`src/rtl/scroll_scheduler.sv`:
```
// Terrain scroll scheduler: shifts a 1024x9 height RAM down by one entry per frame
// and arbitrates single-word draw-engine reads between passes.
module scroll_scheduler (
  input  logic       clock,
  input  logic       reset,
  input  logic       frame_tick,
  input  logic [8:0] new_y,
  input  logic       rd_req,
  input  logic [9:0] rd_addr,
  output logic       rd_ack,
  output logic [8:0] rd_data,
  output logic [9:0] ram_addr,
  output logic [8:0] ram_wdata,
  output logic       ram_wren,
  input  logic [8:0] ram_q,
  output logic       busy,
  output logic       done,
  output logic       overrun
);

  typedef enum logic [2:0] {
    IDLE     = 3'd0,
    SH_RD    = 3'd1,
    SH_WR    = 3'd2,
    SH_LAST  = 3'd3,
    RD_ISSUE = 3'd4,
    RD_CAP   = 3'd5,
    RD_ACK   = 3'd6
  } state_t;

  state_t     state_r;
  state_t     next_state_s;
  logic [9:0] idx_r;
  logic [9:0] idx_s;
  logic [8:0] new_y_r;
  logic       load_y_s;
  logic       done_s;
  logic [9:0] ram_addr_s;
  logic       ram_wren_s;
  logic       busy_s;
  logic       rd_ack_s;

  // Next-state and index sequencing; a tick in IDLE wins over a pending read.
  always_comb begin
    next_state_s = state_r;
    idx_s        = idx_r;
    load_y_s     = 1'b0;
    done_s       = 1'b0;
    case (state_r)
      IDLE: begin
        if (frame_tick) begin
          next_state_s = SH_RD;
          idx_s        = 10'd0;
          load_y_s     = 1'b1;
        end else if (rd_req) begin
          next_state_s = RD_ISSUE;
        end else begin
          next_state_s = IDLE;
        end
      end
      SH_RD:    next_state_s = SH_WR;
      SH_WR: begin
        if (idx_r == 10'd1022) begin
          next_state_s = SH_LAST;
        end else begin
          idx_s        = idx_r + 10'd1;
          next_state_s = SH_RD;
        end
      end
      SH_LAST: begin
        next_state_s = IDLE;
        done_s       = 1'b1;
      end
      RD_ISSUE: next_state_s = RD_CAP;
      RD_CAP:   next_state_s = RD_ACK;
      RD_ACK:   next_state_s = IDLE;
      default:  next_state_s = IDLE;
    endcase
  end

  // Output look-ahead: decode from the next state so registered outputs line up with it.
  always_comb begin
    ram_addr_s = ram_addr;
    ram_wren_s = 1'b0;
    busy_s     = 1'b0;
    rd_ack_s   = 1'b0;
    case (next_state_s)
      SH_RD: begin
        ram_addr_s = idx_s + 10'd1;
        busy_s     = 1'b1;
      end
      SH_WR: begin
        ram_addr_s = idx_s;
        ram_wren_s = 1'b1;
        busy_s     = 1'b1;
      end
      SH_LAST: begin
        ram_addr_s = 10'd1023;
        ram_wren_s = 1'b1;
        busy_s     = 1'b1;
      end
      RD_ISSUE: ram_addr_s = rd_addr;
      RD_ACK:   rd_ack_s   = 1'b1;
      default:  ram_addr_s = ram_addr;
    endcase
  end

  // Write data: the word read one cycle earlier, or the latched new height on the last write.
  always_comb begin
    if (state_r == SH_LAST) begin
      ram_wdata = new_y_r;
    end else if (state_r == SH_WR) begin
      ram_wdata = ram_q;
    end else begin
      ram_wdata = 9'd0;
    end
  end

  // State, index and all registered outputs; reset aborts any pass in flight.
  always_ff @(posedge clock) begin
    if (!reset) begin
      state_r  <= IDLE;
      idx_r    <= 10'd0;
      new_y_r  <= 9'd0;
      ram_addr <= 10'd0;
      ram_wren <= 1'b0;
      busy     <= 1'b0;
      done     <= 1'b0;
      rd_ack   <= 1'b0;
      rd_data  <= 9'd0;
      overrun  <= 1'b0;
    end else begin
      state_r  <= next_state_s;
      idx_r    <= idx_s;
      new_y_r  <= load_y_s ? new_y : new_y_r;
      ram_addr <= ram_addr_s;
      ram_wren <= ram_wren_s;
      busy     <= busy_s;
      done     <= done_s;
      rd_ack   <= rd_ack_s;
      rd_data  <= (state_r == RD_CAP) ? ram_q : rd_data;
      overrun  <= overrun | (frame_tick & (state_r != IDLE));
    end
  end

endmodule

```
`config.mk`:
```
export PLATFORM = sky130hd
export DESIGN_NAME = scroll_scheduler
export DESIGN_NICKNAME = d
export VERILOG_FILES = /design/src/rtl/scroll_scheduler.sv
export SDC_FILE = /design/constraint.sdc
export NUM_CORES = 1
export LEC_CHECK = 0
export BUFFER_PORTS_ARGS = -buffer_cell sky130_fd_sc_hd__buf_2
export CORE_AREA = 2 2 94 96
export CTS_CLUSTER_SIZE = 28
export DETAILED_ROUTE_END_ITERATION = 10
export DIE_AREA = 0 0 96 98
export GPL_ROUTABILITY_DRIVEN = 0
export PLACE_DENSITY_LB_ADDON = 0.3
export SLEW_MARGIN = 20
export SYNTH_ARGS = -nofsm -noshare
export SYNTH_HDL_FRONTEND = slang
export SYNTH_SLANG_ARGS = --single-unit
```
`constraint.sdc`:
```
create_clock -name clock -period 3.5 [get_ports clock]
set_clock_uncertainty 0.2 [all_clocks]
set_input_delay 0.7 -clock clock [delete_from_list [all_inputs] [get_ports clock]]
set_output_delay 0.7 -clock clock [all_outputs]
set_load 0.05 [all_outputs]
```
==> results.cfg, run 1 <==
[synth]
synth_compound_gate_area_share_pct = 23.36
ys_seq_area_share_pct = 37.21
postSynthNetCount = 359
synthTopCellsByArea = sky130_fd_sc_hd__dfxtp_1 (37%), sky130_fd_sc_hd__a21oi_1 (7.9%), sky130_fd_sc_hd__nand2_1 (6.7%)
synthesis.instances = 324
yosysWarningCount = 0
post_synth.cell_area_avg_um2 = 7.639
edff_count_synth = 0
synth_xor_area_share_pct = 0.3539
yosys.area.top_type_share_pct = 37.21
ys_top_cells_by_count = sky130_fd_sc_hd__dfxtp_1 (46), sky130_fd_sc_hd__nand2_1 (44), sky130_fd_sc_hd__a21oi_1 (39), sky130_fd_sc_hd__nor2_1 (30), sky130_fd_sc_hd__nand3_1 (19)
synth_ff_type = sky130_fd_sc_hd__dfxtp_1
synth_simple_gate_area_share_pct = 28.82
synth_fa_ha_area_share_pct = 1.517
synth_largest_area_cell = sky130_fd_sc_hd__dfxtp_1
post_synth_instance_area_um2 = 2475
main_combinational_cell_family_by_area_after_synthesis = simple AND/OR/NAND/NOR gates
ys_ff_latch = 46
synth.most_common_cell = sky130_fd_sc_hd__dfxtp_1
synth_mux_area_share_pct = 4.044
synth_cell_types = 53
synth_async_sr_flop_share_pct = 0

[worst_setup_path]
crit_slowest_cell = sky130_fd_sc_hd__a211oi_1
worstPathCellList = inv_1 -> ha_1 -> and4_1 -> nand3_1 -> a211oi_1 -> and4_1 -> nand3_1 -> or3_1 -> a31oi_1
critPathBufInv = 1
critical_path.max_stage_delay_ns = 0.43
crit_path_max_fanout = 8
cp-end-kind = flip-flop
regToRegSetupSlack_ns = 0.59
cp.arrival_ns = 2.95
worst_path_dominant_cell_family = simple AND/OR/NAND/NOR gates
critical_path.startpoint_type = flip-flop
worstPathRequired_ns = 3.54
timing_worst_setup_path_type = reg2reg

[global_route]
overflow = 0
grt_max_degree = 29
first_pass_grt_wire_length_um = 12440
grt_use_total_pct = 16.42
initial_antenna_violation_count = 0
first_global_vias = 2590

[sta]
rsz0062_at_grt = false
tightestPinTransition_ns = 0.8189
achievable-frequency_mhz = 343.8
finalSetupViolCount = 0
number_of_hold_slack_violations_in_the_final_timing_report = 0
setup-tns-final_ns = 0
slew-limit-headroom_pct = 44.69
timing.final.max_slew_violations = 0
final.min_clock_period_ns = 2.908
period_share_pct = 83.10

[detailed_routing]
dr_pass1_iterations = 5
wirelength_um = 7457
remaining_drc_errors = 0
num_vias = 2630
detail_route.vias_per_cell = 5.324
wl_per_cell_um = 15.10
ant_nets = 0
first_iter_violations = 246

[cells_and_area]
num-nets-final = 420
share_of_post_route_cells_with_drive_strength_above_1_pct = 24.35
antenna_cells = 0
syn2layout_area_growth_pct = 23.15

[hold_path]
min_delay_worst_type = reg2reg

[status]
status = finished, final reports clean

[clocking]
number_of_clock_buffers_inserted_by_tritoncts = 5
postCtsHoldBufs = 0
postCtsSetupRepairBufs = 0
clockBufferDepth = 2
clock_sink_count = 46
cts_repair_resize_count = 0
clk-insertion-delay-late_ns = 0.30
clk_root_buffer_cell = sky130_fd_sc_hd__clkbuf_8
tritoncts_clock_tree = done
cts-htree-levels = 2
clk_pin_slew_ns = 0.10

[placement]
placement.io_buffers = 64
dp.final_hpwl_um = 5543

[floorplanning]
die-area_um2 = 9408
die_height_um = 98
core_um2 = 8466
io_pins = 65
rows = 34
floorplan.die.width_um = 96
initial_core_util_pct = 29.23

[power]
powerDensity_nw_per_um2 = 421.6
power_uw = 1285
total_leakage_power_uw = 0.001270
worst_ir_drop_vdd_v = 0.0001841

[job]
maxCapViolations = 0
-- flip-flops by register name, summed over array words and instances, names as in the netlist --
| register | cells |
|---|---|
| ram_wren | 1 |
| rd_ack | 1 |
| new_y_r | 9 |
| rd_data | 9 |
| ram_addr | 10 |
| overrun | 1 |
| done | 1 |
| idx_r | 10 |
| state_r | 3 |
| busy | 1 |
-- layout make-up --
class / count / area (µm²)
fillers: 907 / 5418
multi-input cells: 250 / 1438
flip-flops and latches: 46 / 920.9
repair buffers: 77 / 417.9
well taps: 108 / 135.1
clock buffers: 5 / 68.82
clock inverters: 3 / 48.80
inverters: 5 / 18.77
-- report_power, final --
| group | total, µW | leakage, µW | switching (µW) | internal, µW |
|---|---|---|---|---|
| sequential | 568 | 0.000375 | 17.6 | 551 |
| combinational | 296 | 0.000839 | 204 | 92.5 |
| clock | 420 | 0.0000563 | 203 | 218 |
-- cell families (layout without fill, tap and decap cells) --
group	Yosys count	after routing
multiplexers	10	10
adder cells (fa/ha/maj)	3	3
XOR/XNOR	1	1
buffers and inverters	28	90
flip-flops	46	46
AND/OR/NAND/NOR	144	144
AO/OA/AOI/OAI	92	92
-- through the flow --
step	setup WS, ns	hold slack [ns]	cells	util [%]	instance area (µm²)
6_report	0.5917	0.2585	494	36.00	3048
5_1_grt	0.3661	0.2907	494	36.00	3048
4_1_cts	0.6148	0.2621	494	36.00	3048
3_5_place_dp	0.4960	0.2465	486	34.61	2930
3_3_place_gp	0.5487	0.2447	486	34.61	2930
2_1_floorplan	0.6103	0.2360	324	-	2475
-- worst register-to-register path, delay by kind of cell, from the launching register on --
| kind | cells | cell delay [ns] |
|---|---|---|
| buffers and inverters | 1 | 0.08 |
| DFF | 1 | 0.37 |
| adders and majority gates | 1 | 0.19 |
| AOI/OAI and AO/OA | 2 | 0.59 |
| and+or+nand+nor | 5 | 1.45 |
-- placed cells by master, fill, tap and decap left out, drive strengths merged, types with 2 or more instances in the layout --
master and n:
nand2 44, nor3 4, or3b 2, a311oi 4, nand4 2, a31oi 10
and2 10, ha 3, o211ai 2, mux2i 10, a21oi 39, dfxtp 46
inv 6, nor2b 6, a311o 2, buf 77, or3 3, nand3 19
and3 8, nand2b 4, a211oi 3, and4 2, nor2 30, or2 3
a221oi 3, nor3b 3, clkbuf 5, o21ai 17
-- routing by layer --
metal,wire length [µm],GRT usage (%)
met4,174,6.484
met5,0,0
met2,3424,25.21
met1,3394,22.93
met3,464,2.469
-- final timing paths --
check	startpoint	endpoint	depth (start not counted)
hold reg to reg	rd_data[6]	rd_data[6]	2
setup / recovery	idx_r[0]	ram_addr[9]	9
setup reg to reg	idx_r[0]	ram_addr[9]	9
hold / removal	rd_data[6]	rd_data[6]	2
(Power assumes the default switching activity.)
==> run 2, diff against run 1 <==
--- a/config.mk
+++ b/config.mk
@@ -5,11 +5,12 @@
 export SDC_FILE = /design/constraint.sdc
 export NUM_CORES = 1
 export LEC_CHECK = 0
+export ABC_AREA = 1
 export BUFFER_PORTS_ARGS = -buffer_cell sky130_fd_sc_hd__buf_2
-export CORE_AREA = 2 2 94 96
+export CORE_AREA = 2 2 97 99
 export CTS_CLUSTER_SIZE = 28
 export DETAILED_ROUTE_END_ITERATION = 10
-export DIE_AREA = 0 0 96 98
+export DIE_AREA = 0 0 99 101
 export GPL_ROUTABILITY_DRIVEN = 0
 export PLACE_DENSITY_LB_ADDON = 0.3
 export SLEW_MARGIN = 20
==> constraint.sdc (replaced) <==
create_clock -name clock -period 2.5 [get_ports clock]
set_clock_uncertainty 0.2 [all_clocks]
set_input_delay 0.5 -clock clock [delete_from_list [all_inputs] [get_ports clock]]
set_output_delay 0.5 -clock clock [all_outputs]
set_load 0.05 [all_outputs]
==> results.cfg, run 2 <==
[synth]
synth_async_sr_flop_share_pct = 0
synth_ff_type = sky130_fd_sc_hd__dfxtp_1
synth_largest_area_cell = sky130_fd_sc_hd__dfxtp_1
synthesis.instances = 381
yosysWarningCount = 0
ys_ff_latch = 46
synth_cell_types = 38
edff_count_synth = 0
ys_seq_area_share_pct = 35.45
post_synth.cell_area_avg_um2 = 6.818
ys_top_cells_by_count = sky130_fd_sc_hd__nand2_1 (91), sky130_fd_sc_hd__dfxtp_1 (46), sky130_fd_sc_hd__inv_1 (45), sky130_fd_sc_hd__nor2_1 (41), sky130_fd_sc_hd__nand3_1 (32)
yosys.area.top_type_share_pct = 35.45
post_synth_instance_area_um2 = 2597
synth.most_common_cell = sky130_fd_sc_hd__nand2_1
synthTopCellsByArea = sky130_fd_sc_hd__dfxtp_1 (35%), sky130_fd_sc_hd__nand2_1 (13%), sky130_fd_sc_hd__inv_1 (6.5%)
postSynthNetCount = 416

[worst_setup_path]
crit_path_start = state_r[2]
critPathBufInv = 3
crit_slowest_cell = sky130_fd_sc_hd__dfxtp_1
critical_path.startpoint_type = flip-flop
cp-end-kind = output port
worstPathCellList = nor2_4 -> nand2_4 -> inv_4 -> buf_4 -> nand2_1 -> o21ai_0 -> buf_2
cp.arrival_ns = 1.70
worstPathRequired_ns = 1.80
r2r_start = idx_r[0]
crit_path_max_fanout = 10
worst_path_dominant_cell_family = buffers and inverters
critical_path.max_stage_delay_ns = 0.37
timing_worst_setup_path_type = reg2out

[clocking]
number_of_clock_buffers_inserted_by_tritoncts = 5
clk_pin_slew_ns = 0.09
clk-insertion-delay-late_ns = 0.30
clk_root_buffer_cell = sky130_fd_sc_hd__clkbuf_8
cts-htree-levels = 2
clockBufferDepth = 2
clock_sink_count = 46
tritoncts_clock_tree = done

[floorplanning]
die_height_um = 101
floorplan.die.width_um = 99
die-area_um2 = 9999
initial_core_util_pct = 28.93
rows = 35
io_pins = 65
core_um2 = 8977

[global_route]
grt_use_total_pct = 14.18
first_global_vias = 2460
global_routing_met2_resource_utilization_pct = 22.77
grt.busiest_layer = met2
global_route.usage.met3_pct = 2.358
grt_max_degree = 20
globalRouteMet1Util_pct = 19.61
overflow = 0
initial_antenna_violation_count = 0
first_pass_grt_wire_length_um = 11640

[detailed_routing]
ant_nets = 0
first_iter_violations = 176
detail_route.vias_per_cell = 4.664
num_vias = 2649
remaining_drc_errors = 0
wl_per_cell_um = 12.49
wirelength_um = 7092
dr_pass1_iterations = 4

[hold_path]
min-delay-start = new_y_r[5]
min_delay_worst_type = reg2reg

[placement]
dp.final_hpwl_um = 5517
placement.io_buffers = 64
detailed_place.area_um2 = 3095
placedCellCount = 558

[cells_and_area]
final_area_um2 = 3241
fillCellCount = 944
syn2layout_area_growth_pct = 24.76
biggestRegsByFlops = idx_r: 10 flops, ram_addr: 10 flops
num-nets-final = 491
most_common_library_cell_in_the_layout_ignoring_fill_and_taps = sky130_fd_sc_hd__nand2_1
share_of_post_route_cells_with_drive_strength_above_1_pct = 27.35
antenna_cells = 0
non_filler_instance_count_after_layout = 568
fin_util_pct = 36.10
final_cell_mix = sky130_fd_sc_hd__nand2_1 (91), sky130_fd_sc_hd__buf_2 (57), sky130_fd_sc_hd__inv_1 (44), sky130_fd_sc_hd__dfxtp_1 (44), sky130_fd_sc_hd__nor2_1 (40)

[power]
power_uw = 1785
clkPwrFrac_pct = 25.5
cellInternalPower_uw = 1132
comb_power_share_pct = 28.6
share_of_power_burned_in_registers_pct = 45.9
p_switching_uw = 652.8
power_switching_share_pct = 36.57
powerDensity_nw_per_um2 = 550.9
worst_ir_drop_vdd_v = 0.0002381
total_leakage_power_uw = 0.001500

[sta]
timing.final.max_slew_violations = 0
slew-limit-headroom_pct = 67.26
number_of_hold_slack_violations_in_the_final_timing_report = 0
final.min_clock_period_ns = 2.398
period_share_pct = 95.93
finalSetupViolCount = 0
tightestPinTransition_ns = 0.4881
achievable-frequency_mhz = 417.0

[status]
status = finished, final reports clean

[job]
maxCapViolations = 0
==> run 2: path summary, 6_finish.rpt <==
| check | endpoint | slack, ns | cells after the start |
|---|---|---|---|
| setup / recovery | ram_wdata[0] | 0.10 | 7 |
| hold / removal | new_y_r[5] | 0.25 | 2 |
| setup reg to reg | ram_addr[5] | 0.12 | 16 |
| hold reg to reg | new_y_r[5] | 0.25 | 2 |
==> run 2: tightest hold or removal path: stages (launching register included) <==
cell                      delay (ns)
sky130_fd_sc_hd__dfxtp_1        0.31
sky130_fd_sc_hd__inv_1          0.05
sky130_fd_sc_hd__a21oi_1        0.05
==> run 2: logic make-up after synthesis <==
family	share of synthesized area (%)
AND/OR/NAND/NOR	36.99
XOR/XNOR	0.6745
buffers and inverters	9.730
adder cells (fa/ha/maj)	1.445
AO/OA/AOI/OAI	15.70
flip-flops	35.45
==> run 2: area by class of cell <==
cell class	instances	area, µm²	area share (%)
multi-input cells	274	1451	44.79
flip-flops and latches	46	925.9	28.57
inverters	52	202.7	6.255
well taps	111	138.9	4.286
clock buffers	6	72.57	2.239
clock inverters	2	13.76	0.4247
repair buffers	77	435.4	13.44
==> run 2: per-layer routing <==
| layer | share of wire (%) | wire length [µm] |
|---|---|---|
| met5 | 0 | 0 |
| met4 | 1.3 | 93 |
| met3 | 4.2 | 296 |
| met2 | 47 | 3317 |
| met1 | 48 | 3384 |
==> run 2: repair_timing <==
action,CTS,global route
setup endpoints to repair,0,16
setup buffers,0,1
hold buffers,0,0
resized for setup,0,21
==> run 2: metrics by stage <==
stage	hold WS (ns)	TNS (ns)	setup WS, ns
finish	0.2506	0	0.1018
detailed placement	0.2450	0	0.08484
global route	0.2790	-0.01632	-0.01632
floorplan	0.2241	-2.025	-0.2250
CTS	0.2576	0	0.004211
global placement	0.2387	0	0.1320
==> run 2: power by group through the flow <==
stage	Sequential, µW	Clock, µW	Combinational (µW)
floorplan	956	0	259
global placement	835	0	508
detailed placement	836	0	508
CTS	820	475	510
global route	827	508	558
finish	819	456	511
